<file path="src/rtl/pa_cp0_fcsr_mwb.sv">
// FP control/status CSRs (frm, fflags, fxcr) with staged merge of FPU write-back flags.
// Optional FP-exception trap request logic is enabled by defining PA_CP0_FCSR_FPE_TRAP_EN.
module pa_cp0_fcsr_mwb #(
    parameter int WB_PORTS = 2
) (
    input  logic                  regs_clk,
    input  logic                  cpurst_b,
    input  logic                  fcsr_local_en,
    input  logic                  fflags_local_en,
    input  logic                  frm_local_en,
    input  logic                  fxcr_local_en,
    input  logic [31:0]           iui_regs_wdata,
    input  logic [WB_PORTS-1:0]   fpu_cp0_wb_fflags_updt,
    input  logic [5*WB_PORTS-1:0] fpu_cp0_wb_fflags,
    input  logic                  rtu_cp0_fpe_ack,
    output logic [31:0]           fcsr_value,
    output logic [31:0]           fflags_value,
    output logic [31:0]           frm_value,
    output logic [31:0]           fxcr_value,
    output logic [2:0]            cp0_fpu_xx_rm,
    output logic [2:0]            cp0_idu_rm,
    output logic                  cp0_fpu_xx_dqnan,
    output logic                  cp0_idu_fflags_pend,
    output logic                  cp0_rtu_fpe_req,
    output logic [4:0]            cp0_rtu_fpe_cause
);

    logic [2:0] frm;
    logic [4:0] fflags;
    logic       fe;
    logic       dqnan;
    logic [4:0] trap_en;
    logic       stage_vld;
    logic [4:0] stage_flags;
    logic       wb_any;
    logic [4:0] wb_flags;
    logic       fflags_wr;
    logic       merge;

    assign fflags_wr = fcsr_local_en | fflags_local_en | fxcr_local_en;
    // A CSR write to the flags wins over the staged update, which is then dropped.
    assign merge     = stage_vld & ~fflags_wr;

    // NOTE: every variable assigned in always_comb gets a default first, so no latch is inferred.
    always_comb begin
        wb_any   = 1'b0;
        wb_flags = '0;
        for (int p = 0; p < WB_PORTS; p++) begin
            if (fpu_cp0_wb_fflags_updt[p]) begin
                wb_any   = 1'b1;
                wb_flags = wb_flags | fpu_cp0_wb_fflags[5*p +: 5];
            end
        end
    end

    // NOTE: sequential state uses non-blocking assignments so all registers update together.
    always_ff @(posedge regs_clk or negedge cpurst_b) begin
        if (!cpurst_b) begin
            stage_vld   <= 1'b0;
            stage_flags <= '0;
        end else begin
            stage_vld   <= wb_any;
            stage_flags <= wb_flags;
        end
    end

    always_ff @(posedge regs_clk or negedge cpurst_b) begin
        if (!cpurst_b) begin
            frm    <= '0;
            fflags <= '0;
            fe     <= 1'b0;
            dqnan  <= 1'b0;
        end else begin
            if (fcsr_local_en)
                frm <= iui_regs_wdata[7:5];
            else if (frm_local_en)
                frm <= iui_regs_wdata[2:0];
            else if (fxcr_local_en)
                frm <= iui_regs_wdata[26:24];

            if (fflags_wr)
                fflags <= iui_regs_wdata[4:0];
            else if (merge)
                fflags <= fflags | stage_flags;

            if (fxcr_local_en)
                fe <= iui_regs_wdata[5];
            else if (merge)
                fe <= fe | (|stage_flags);

            if (fxcr_local_en)
                dqnan <= iui_regs_wdata[23];
        end
    end

`ifdef PA_CP0_FCSR_FPE_TRAP_EN
    typedef enum logic {
        FPE_IDLE,
        FPE_REQ
    } fpe_state_e;

    fpe_state_e fpe_state;
    logic [4:0] cause;
    logic [4:0] hit;
    logic       unused_wdata;

    assign hit = merge ? (stage_flags & trap_en) : 5'b0;

    always_ff @(posedge regs_clk or negedge cpurst_b) begin
        if (!cpurst_b) begin
            trap_en   <= '0;
            fpe_state <= FPE_IDLE;
            cause     <= '0;
        end else begin
            if (fxcr_local_en)
                trap_en <= iui_regs_wdata[12:8];

            case (fpe_state)
                FPE_IDLE: begin
                    if (|hit) begin
                        fpe_state <= FPE_REQ;
                        cause     <= hit;
                    end
                end
                FPE_REQ: begin
                    // An ack retires the old cause; a hit in the same cycle starts a fresh request.
                    if (rtu_cp0_fpe_ack) begin
                        if (|hit) begin
                            cause <= hit;
                        end else begin
                            fpe_state <= FPE_IDLE;
                            cause     <= '0;
                        end
                    end else begin
                        cause <= cause | hit;
                    end
                end
                default: begin
                    fpe_state <= FPE_IDLE;
                    cause     <= '0;
                end
            endcase
        end
    end

    assign cp0_rtu_fpe_req   = (fpe_state == FPE_REQ);
    assign cp0_rtu_fpe_cause = cause;
    assign unused_wdata      = ^{iui_regs_wdata[31:27], iui_regs_wdata[22:13]};
`else
    logic unused_inputs;

    assign trap_en           = '0;
    assign cp0_rtu_fpe_req   = 1'b0;
    assign cp0_rtu_fpe_cause = '0;
    assign unused_inputs     = ^{iui_regs_wdata[31:27], iui_regs_wdata[22:8], rtu_cp0_fpe_ack};
`endif

    assign frm_value           = {29'b0, frm};
    assign fflags_value        = {27'b0, fflags};
    assign fcsr_value          = {24'b0, frm, fflags};
    assign fxcr_value          = {5'b0, frm, dqnan, 10'b0, trap_en, 2'b0, fe, fflags};
    assign cp0_fpu_xx_rm       = frm;
    assign cp0_idu_rm          = frm;
    assign cp0_fpu_xx_dqnan    = dqnan;
    assign cp0_idu_fflags_pend = stage_vld;

endmodule

</file>
<file path="config.mk">
export PLATFORM = sky130hd
export DESIGN_NAME = pa_cp0_fcsr_mwb
export DESIGN_NICKNAME = d
export VERILOG_FILES = /design/src/rtl/pa_cp0_fcsr_mwb.sv
export SDC_FILE = /design/constraint.sdc
export NUM_CORES = 1
export LEC_CHECK = 0
export CORE_MARGIN = 1.5
export CORE_UTILIZATION = 30
export DETAILED_ROUTE_END_ITERATION = 8
export GPL_TIMING_DRIVEN = 0
export PLACE_DENSITY_LB_ADDON = 0.3
export REMOVE_ABC_BUFFERS = 1
export SYNTH_ARGS = -nofsm -noshare
export SYNTH_HDL_FRONTEND = slang
export SYNTH_SLANG_ARGS = --single-unit
</file>
<file path="constraint.sdc">
create_clock -name regs_clk -period 2.01 [get_ports regs_clk]
set_clock_uncertainty 0.1 [all_clocks]
set_input_delay 0.402 -clock regs_clk [delete_from_list [all_inputs] [get_ports regs_clk]]
set_output_delay 0.402 -clock regs_clk [all_outputs]
set_load 0.02 [all_outputs]
</file>
==> impl_results.md <==
* Placement Rows at 27
* Final period utilization at 93.8%
* Remaining design rule violation count at 0
* Buffer levels on the longest clock path at 2
* Count of flip-flops with a built-in enable after synthesis at 0
* Post-Syn Instances at 190
* Highest attainable clock frequency at 530 MHz
* Fill cells at 583
* Critical path capture point type: output port
* Total I/O pin count at 193
* GRT Residual Overflow at 0
* ANT nets after route at 0
* Count of inserted antenna diode cells at 0
* Worst-skew pair later-pin latency at 0.24 ns
* Clock sink count at 16
* Placer Congestion at 0.645
* Post-CTS setup buffers at 0
* Clock tree from TritonCTS: built
* Register bit total from synthesis at 16
* H-tree Lvls at 1
* Overall via count from detail_route at 975
* Area of the multi-input gates at 673 sq um
* Flop-to-flop setup slack at 0.67 ns
* Sequential area share after synthesis at 23.9%
* VDD IR-drop max at 282 uV
* Leakage component of the power at 0.919 nW
* Fraction of layout instances using a drive strength above 1 at 5.22%
* Setup CP Type: reg -> out
* Initial core utilization at 30.8%
* Quantity of I/O buffers inserted on ports at 63
* Aggregate routed wire length at 2.61 mm
* Data required time at the worst endpoint at 1.51 ns
* Final critical path time including I/O delays and setup at 1.89 ns
* Syn. warnings at 0
* Floorplan die height at 77.7 um
* Most area-consuming cells after synthesis: buf_4, dfrtp_1, a21oi_1
* First-pass detailed-route iteration total at 4
* Worst-path cell chain: clkdlybuf4s50_1
* Final hold violation count at 0
* Cell type with the highest aggregate area in the netlist: buf_4
* Post-detailed-route via-to-cell ratio at 3.23
* Number of nets in the layout at 282
* Outcome: completed
* Number of max-slew violations in the final report at 0
* Slew headroom at 52.4%
* Pin count of the biggest net entering global routing at 17
* Global-route wire length before repair at 3.53 mm
* Count of unique library cells instantiated by Yosys at 16
* Worst path bufs/invs at 1
* Die Span X at 77.7 um
* Flip-flop and latch area at 400 sq um
* Initial antenna violation count at 0
* Family with the most delay on the worst path: buffers and inverters
* Launching element type of the critical path: flip-flop
* Post-synth top area share at 59.2%
* Power density over the cells at 622 nW/um^2
* Area growth from synthesis to layout at 10.5%
* Worst hold-check path type: reg -> reg
* Via count of the first global-routing pass at 728
* Arrival @ worst endpoint at 1.38 ns
* Standard cell with the maximum stage delay on the critical path: clkdlybuf4s50_1
* Number of hold buffers added after CTS at 0
* Wire per inst at 8.66 um
* Clock root buffer master: clkbuf_8
* Post-layout power at 1.15 mW
* Quantity of gates resized following cts at 0
* Post-Synthesis Cell Area at 1670 sq um
* Number of violations of the max-capacitance limit at 0
* Core region area at 5440 sq um
* Clock slew at reported path FFs at 0.07 ns
* Worst slew pin tran at 0.712 ns
* Async set or reset register ratio after synthesis at 100%
* Total setup violations reported at the end of the flow at 0
* Utilization of the core after routing at 34.0%
* Number of DRC markers after the initial detailed-route iteration at 33
* Total clock buffers created by CTS at 3
* Peak fanout along the critical path at 7
* Average footprint of a synthesized cell at 8.80 sq um
* Die area at 6030 sq um
* RSZ-0062 raised after global routing: false
* Total global-route track usage at 7.53%
* Dominant register cell in the synthesized netlist: dfrtp_1
* Stage delay of the slowest cell on the critical path at 0.66 ns
* Detailed placement HPWL at 2.23 mm
-- report_power, final --
part	switching [mW]	leakage, nW	total (mW)	internal (mW)
Clock	0.110	0.0288	0.283	0.174
Sequential	0.0269	0.186	0.376	0.349
Combinational	0.317	0.705	0.492	0.175
-- area by class of cell --
type	count	share of cell area, %
multi-input cells	147	36.4
clock buffers	4	2.98
well taps	72	4.87
repair buffers	63	34.1
flip-flops and latches	16	21.7
-- per-layer routing --
metal  part of all wire [%]  wire length (um)  global-route usage (%)
met5                      0                 0                       0
met4                    1.6                41                    4.36
met3                     11               280                    1.53
met2                     50              1310                    11.6
met1                     38               982                    9.70
-- cells by family (layout without fill, tap and decap cells) --
kind of cell / after synthesis / after routing / share of synthesized area, %
mux: 8 / 8 / 5.09
buf+inv: 134 / 67 / 59.8
compound gates: 19 / 19 / 7.25
flops: 16 / 16 / 23.9
other cells: 1 / 108 / 0.224
simple gates: 12 / 12 / 3.66
-- cell usage after synthesis, types with 2 or more instances --
master,n
a21oi_1,10
buf_2,2
a22o_1,5
mux2i_1,4
nand2_1,4
o21ai_0,2
mux2_2,4
dfrtp_1,16
nor2_1,5
buf_4,132
-- through the flow --
stage               setup TNS [ns]  worst slack, ns  cell area, sq um  instances  hold WS, ns
floorplan                        0            0.497              1070        163      0.00641
global placement           -0.0348          -0.0348              1790        298        0.387
detailed placement         -0.0298          -0.0298              1790        298        0.389
CTS                              0           0.0846              1850        302        0.408
global route                     0           0.0467              1850        302        0.482
finish                           0            0.124              1850        302        0.404
-- sequential cells by signal, indices dropped and copies added, names as in the netlist --
| signal | flops |
|---|---|
| cp0_fpu_xx_rm | 3 |
| fflags | 5 |
| cp0_fpu_xx_dqnan | 1 |
| cp0_idu_fflags_pend | 1 |
| fe | 1 |
| stage_flags | 5 |
-- path summary, 6_finish.rpt --
kind,depth (start not counted),from,endpoint
max,1,cp0_idu_fflags_pend$_DFF_PN0_,cp0_idu_fflags_pend
min,2,fe$_DFFE_PN0P_,fe$_DFFE_PN0P_
max reg2reg,3,stage_flags[1]$_DFF_PN0_,fe$_DFFE_PN0P_
min reg2reg,2,fe$_DFFE_PN0P_,fe$_DFFE_PN0P_
max in group asynchronous,1,cpurst_b,fflags[2]$_DFFE_PN0P_
min in group asynchronous,1,cpurst_b,fflags[1]$_DFFE_PN0P_
-- cells in the final DEF (no fill, tap or decap) --
| master | Yosys | layout |
|---|---|---|
| or2_2 | 1 | 1 |
| a21oi_1 | 10 | 10 |
| nor3_2 | 1 | 1 |
| nor2_1 | 5 | 5 |
| clkdlybuf4s50_1 | 0 | 63 |
| a22o_1 | 5 | 5 |
| mux2_2 | 4 | 4 |
| mux2i_1 | 4 | 4 |
| clkbuf_8 | 0 | 4 |
| dfrtp_1 | 16 | 16 |
| o211ai_2 | 1 | 1 |
| o21ai_1 | 1 | 1 |
| or4_4 | 1 | 1 |
| nand2_1 | 4 | 4 |
| conb_1 | 1 | 108 |
| o21ai_0 | 2 | 2 |
Power figures use the tool's default switching activity.
